File: src/rtl/ray_tracer_pkg.sv
// Shared types and defaults for the ray-tracing frame scheduler.
// Holds the scheduler state encoding and the active-core clamp helper.
package ray_tracer_pkg;

    localparam int MAX_CORES_DEFAULT = 4;
    localparam int X_BITS_DEFAULT    = 11;
    localparam int Y_BITS_DEFAULT    = 11;
    localparam int EXTRA_BITS        = 3;

    typedef enum logic [1:0] {
        IDLE     = 2'd0,
        DISPATCH = 2'd1,
        DRAIN    = 2'd2,
        DONE     = 2'd3
    } sched_state_t;

    // Highest usable core index: requested extra cores, limited to the physical core count.
    function automatic int clamp_last_core(input logic [EXTRA_BITS-1:0] extra, input int max_cores);
        return (int'(extra) > (max_cores - 1)) ? (max_cores - 1) : int'(extra);
    endfunction

endpackage

File: src/rtl/raster_counter.sv
// Raster-order (x,y) walker: x runs 0..width-1, then wraps with y+1; the whole frame
// wraps back to (0,0) after the last pixel.
module raster_counter
    import ray_tracer_pkg::*;
#(
    parameter int X_BITS = X_BITS_DEFAULT,
    parameter int Y_BITS = Y_BITS_DEFAULT
) (
    input  logic              clk,
    input  logic              rst_n,
    input  logic              clear_i,
    input  logic              advance_i,
    input  logic [X_BITS-1:0] width_i,
    input  logic [Y_BITS-1:0] height_i,
    output logic [X_BITS-1:0] x_o,
    output logic [Y_BITS-1:0] y_o,
    output logic              last_in_line_o,
    output logic              last_in_frame_o
);

    logic [X_BITS-1:0] x_q, x_d;
    logic [Y_BITS-1:0] y_q, y_d;

    assign last_in_line_o  = (x_q == (width_i - X_BITS'(1)));
    assign last_in_frame_o = last_in_line_o && (y_q == (height_i - Y_BITS'(1)));

    always_comb begin
        x_d = x_q;
        y_d = y_q;
        if (clear_i) begin
            x_d = '0;
            y_d = '0;
        end else if (advance_i) begin
            if (last_in_line_o) begin
                x_d = '0;
                y_d = last_in_frame_o ? '0 : (y_q + Y_BITS'(1));
            end else begin
                x_d = x_q + X_BITS'(1);
            end
        end
    end

    always_ff @(posedge clk or negedge rst_n) begin
        if (!rst_n) begin
            x_q <= '0;
            y_q <= '0;
        end else begin
            x_q <= x_d;
            y_q <= y_d;
        end
    end

    assign x_o = x_q;
    assign y_o = y_q;

endmodule

File: src/rtl/core_scheduler.sv
// Frame scheduler: dispatches raster-ordered (x,y) jobs to the compute cores in strict
// round-robin and tags pixels leaving the pixel buffer with start-of-frame / end-of-line.
module core_scheduler
    import ray_tracer_pkg::*;
#(
    parameter int MAX_CORES = MAX_CORES_DEFAULT,
    parameter int X_BITS    = X_BITS_DEFAULT,
    parameter int Y_BITS    = Y_BITS_DEFAULT
) (
    input  logic                  aclk,
    input  logic                  aresetn,
    input  logic                  frame_start,
    input  logic [X_BITS-1:0]     frame_width,
    input  logic [Y_BITS-1:0]     frame_height,
    input  logic [EXTRA_BITS-1:0] no_of_extra_cores,
    input  logic [MAX_CORES-1:0]  core_ready,
    output logic [MAX_CORES-1:0]  core_start,
    output logic [X_BITS-1:0]     job_x,
    output logic [Y_BITS-1:0]     job_y,
    input  logic                  pix_accept,
    output logic                  out_sof,
    output logic                  out_eol,
    output logic                  busy,
    output logic                  frame_done
);

    localparam int IDX_W  = (MAX_CORES > 1) ? $clog2(MAX_CORES) : 1;
    localparam int N_BITS = X_BITS + Y_BITS;

    sched_state_t      state_q;
    logic              busy_q;
    logic              frame_done_q;
    logic [IDX_W-1:0]  idx_q;
    logic [IDX_W-1:0]  last_idx_q;
    logic [X_BITS-1:0] width_q;
    logic [Y_BITS-1:0] height_q;
    logic [N_BITS-1:0] pix_cnt_q;

    logic              accept;
    logic              zero_size;
    logic              xfer;
    logic              pix_count_en;
    logic [N_BITS-1:0] frame_pixels;
    logic [IDX_W-1:0]  last_idx_d;

    logic [X_BITS-1:0] disp_x;
    logic [Y_BITS-1:0] disp_y;
    logic              disp_last_line;
    logic              disp_last_frame;
    logic [X_BITS-1:0] out_x;
    logic [Y_BITS-1:0] out_y;
    logic              out_last_line;
    logic              out_last_frame;
    logic              unused_status;

    assign accept       = frame_start && (state_q == IDLE);
    assign zero_size    = (frame_width == '0) || (frame_height == '0);
    assign xfer         = (state_q == DISPATCH) && core_ready[idx_q];
    assign pix_count_en = pix_accept && ((state_q == DISPATCH) || (state_q == DRAIN));
    assign frame_pixels = N_BITS'(width_q) * N_BITS'(height_q);
    assign last_idx_d   = IDX_W'(clamp_last_core(no_of_extra_cores, MAX_CORES));

    // Frame completion is decided by the pixel count, so the raster wrap flags are informational.
    assign unused_status = ^{disp_last_line, out_last_frame};

    raster_counter #(
        .X_BITS (X_BITS),
        .Y_BITS (Y_BITS)
    ) u_dispatch_cnt (
        .clk             (aclk),
        .rst_n           (aresetn),
        .clear_i         (accept),
        .advance_i       (xfer),
        .width_i         (width_q),
        .height_i        (height_q),
        .x_o             (disp_x),
        .y_o             (disp_y),
        .last_in_line_o  (disp_last_line),
        .last_in_frame_o (disp_last_frame)
    );

    raster_counter #(
        .X_BITS (X_BITS),
        .Y_BITS (Y_BITS)
    ) u_output_cnt (
        .clk             (aclk),
        .rst_n           (aresetn),
        .clear_i         (accept),
        .advance_i       (pix_count_en),
        .width_i         (width_q),
        .height_i        (height_q),
        .x_o             (out_x),
        .y_o             (out_y),
        .last_in_line_o  (out_last_line),
        .last_in_frame_o (out_last_frame)
    );

    // The offer stays on the same core until it takes the job: no skipping of stalled cores.
    always_comb begin
        core_start = '0;
        if (state_q == DISPATCH) begin
            core_start[idx_q] = 1'b1;
        end
    end

    always_ff @(posedge aclk or negedge aresetn) begin
        if (!aresetn) begin
            state_q      <= IDLE;
            busy_q       <= 1'b0;
            frame_done_q <= 1'b0;
            idx_q        <= '0;
            last_idx_q   <= '0;
            width_q      <= '0;
            height_q     <= '0;
            pix_cnt_q    <= '0;
        end else begin
            case (state_q)
                IDLE: begin
                    frame_done_q <= 1'b0;
                    if (accept) begin
                        width_q      <= frame_width;
                        height_q     <= frame_height;
                        last_idx_q   <= last_idx_d;
                        idx_q        <= '0;
                        pix_cnt_q    <= '0;
                        busy_q       <= 1'b1;
                        frame_done_q <= zero_size;
                        state_q      <= zero_size ? DONE : DISPATCH;
                    end
                end
                DISPATCH: begin
                    if (pix_count_en) begin
                        pix_cnt_q <= pix_cnt_q + N_BITS'(1);
                    end
                    if (xfer) begin
                        idx_q <= (idx_q == last_idx_q) ? '0 : (idx_q + IDX_W'(1));
                        if (disp_last_frame) begin
                            state_q <= DRAIN;
                        end
                    end
                end
                DRAIN: begin
                    if (pix_count_en) begin
                        pix_cnt_q <= pix_cnt_q + N_BITS'(1);
                    end
                    if (pix_cnt_q == frame_pixels) begin
                        state_q      <= DONE;
                        frame_done_q <= 1'b1;
                    end
                end
                DONE: begin
                    state_q      <= IDLE;
                    busy_q       <= 1'b0;
                    frame_done_q <= 1'b0;
                end
                default: begin
                    state_q <= IDLE;
                end
            endcase
        end
    end

    assign job_x      = disp_x;
    assign job_y      = disp_y;
    assign busy       = busy_q;
    assign frame_done = frame_done_q;
    assign out_sof    = busy_q && (out_x == '0) && (out_y == '0);
    assign out_eol    = busy_q && out_last_line;

endmodule
File: config.mk
export PLATFORM = sky130hd
export DESIGN_NAME = core_scheduler
export DESIGN_NICKNAME = d
export VERILOG_FILES = /design/src/rtl/ray_tracer_pkg.sv /design/src/rtl/raster_counter.sv /design/src/rtl/core_scheduler.sv
export SDC_FILE = /design/constraint.sdc
export NUM_CORES = 1
export LEC_CHECK = 0
export ABC_AREA = 0
export ABC_CLOCK_PERIOD_IN_PS = 5630
export BUFFER_PORTS_ARGS = -buffer_cell sky130_fd_sc_hd__buf_2
export CORE_AREA = 2 2 196 121
export DETAILED_ROUTE_END_ITERATION = 8
export DIE_AREA = 0 0 198 123
export PLACE_DENSITY = 0.69
export SETUP_SLACK_MARGIN = 0.5
export SLEW_MARGIN = 20
export SYNTH_ARGS = -nofsm -noshare
export SYNTH_HDL_FRONTEND = slang
export SYNTH_HIERARCHICAL = 1
export SYNTH_SLANG_ARGS = --single-unit
export TNS_END_PERCENT = 5
File: constraint.sdc
create_clock -name aclk -period 5.63 [get_ports aclk]
set_input_delay 0.563 -clock aclk [delete_from_list [all_inputs] [get_ports aclk]]
set_output_delay 0.563 -clock aclk [all_outputs]
set_load 0.02 [all_outputs]
==> impl_metrics.tcl <==
set metrics [dict create \
    cts_buffers 9 \
    critPathLaunchType "flip-flop" \
    synth_area_um2 11100 \
    drc_errors 0 \
    cts_htree_levels 3 \
    worst_ep_arrival_time_ns 5.71 \
    synth.avg_cell_area_um2 8.74 \
    drt_pre_antenna_iters 5 \
    clk_pin_slew_worst_paths_ns 0.07 \
    path_class "reg2reg" \
    routedWlPerCell_um 19.1 \
    grt_pass1_vias 9935 \
    die_w_um 198 \
    cts_tree "yes" \
    status "complete, no violations" \
    tns_ns 0 \
    syn_nets 1458 \
    clockBufferDepth 2 \
    dr_total_vias 10135 \
    dp_hpwl_mm 23.6 \
    skew_ns 0.00920 \
    synthCells 1268 \
    cp-end-kind "flip-flop" \
    multiInputGateArea_um2 8330 \
    grt_max_degree 56 \
    worstPathRequired_ns 5.92 \
    antenna_found_initial 1 \
    slew_headroom 0.322 \
    drv_cap 0 \
    min_path_type "in2async" \
    rsz0062_at_grt "true" \
    holdBufCountCts 0 \
    cts.sinks 96 \
    drt_iter0_drc 864 \
    syn_to_final_growth_pct 19.6 \
    yosys_warnings 6 \
    gp_congestion 0.907 \
    register_area_um2 2430 \
    layout-drive-gt1-share 0.228 \
    ant_nets 0 \
    wirelength_mm 32.9 \
    layout_commonest_cell "inv_1" \
    fmax_mhz 184 \
    cp_max_fo 5 \
    drv_slew 0 \
    fin_crit_sh 0.963 \
    initial_core_util 0.489 \
    fillCellCount 1996 \
    finalNetCount 1594 \
    insertion_delay_ns 0.37 \
    finalHoldViolations 0 \
    core_area_um2 22700 \
    drt-vias-per-instance 5.88 \
    grt_pass1_wl_mm 53.4 \
    rows 43 \
    cts-root-buf "clkbuf_16" \
    layout_min_cycle_time_ns 5.42 \
    io_buffers 62 \
    worst_slew_pin_slew_ns 1.01 \
    fp.dieArea_um2 24400 \
    antenna_cells 0 \
    setup_violations 0 \
    mostFrequentLayoutCells "128 x inv_1, 122 x nand2_1, 94 x buf_4" \
    grt.overflow.total 0 \
    track_usage 0.285 \
    io_pins 63 \
    die_h_um 123 \
]
[final cells by class]
class,count,share of cell area
timing repair buffer,173,0.0958
clock inverter,6,0.00690
clock buffer,10,0.0173
multi-input combinational,991,0.629
inverter,133,0.0377
sequential,96,0.184
tap,315,0.0298
[repair_timing]
item,in CTS,in global routing
hold endpoints to repair,0,0
buffers inserted,64,0
gates resized for setup,76,1
pin swaps,50,3
setup endpoints to repair,3,3
[critical path, stage by stage, from the launching register on]
cell and delay, ns:
dfrtp_2 0.46, and2_1 0.20, fa_1 0.56, inv_1 0.06
fa_1 0.46, fa_1 0.54, inv_1 0.05, fa_1 0.53
ha_4 0.22, ha_4 0.30, nand2_2 0.08, o211ai_1 0.26
o32ai_2 0.18, nor4b_2 0.29, nand4_1 0.17, nor4_2 0.36
a41oi_2 0.23, nor2_2 0.19, mux2i_1 0.21
[stage by stage]
stage	util	instance area, um^2	cells	setup slack [ns]	hold slack (ns)
2_1_floorplan	-	11300	1268	0.505	0.267
3_3_place_gp	0.531	12000	1644	0.00349	0.510
3_5_place_dp	0.531	12000	1644	0.0447	0.517
4_1_cts	0.584	13200	1724	0.328	0.186
5_1_grt	0.585	13200	1724	0.00786	0.222
6_report	0.585	13200	1724	0.208	0.167
[registers in the layout, indices dropped and copies added (netlist names), 2 cells and up]
name,flops
pix_cnt_q,22
height_q,11
u_dispatch_cnt/x_o,11
u_dispatch_cnt/y_o,11
u_output_cnt/x_o,11
u_output_cnt/y_o,11
width_q,11
idx_q,2
last_idx_q,2
state_q,2
[final timing paths]
check | start | end | slack (ns) | depth (start not counted)
max | width_q[8] | state_q[1] | 0.21 | 18
min | aresetn | u_dispatch_cnt/y_o[4] | 0.17 | 1
max reg2reg | width_q[8] | state_q[1] | 0.21 | 18
min reg2reg | last_idx_q[1] | last_idx_q[1] | 0.53 | 2
max in group asynchronous | aresetn | width_q[6] | 4.19 | 2
min in group aclk | frame_width[0] | width_q[0] | 0.44 | 2
[metal layers]
metal  vias up  track usage  routed length (um)
met5         -            0                  11
met4         2       0.0611                 381
met3        34       0.0985                3650
met2       413        0.413               13600
met1      5031        0.409               15200
li1       4655            -                   -
Power is left out: the tool's default activity adds up to more than one toggle a clock period on the data nets, which glitch-free logic cannot reach.
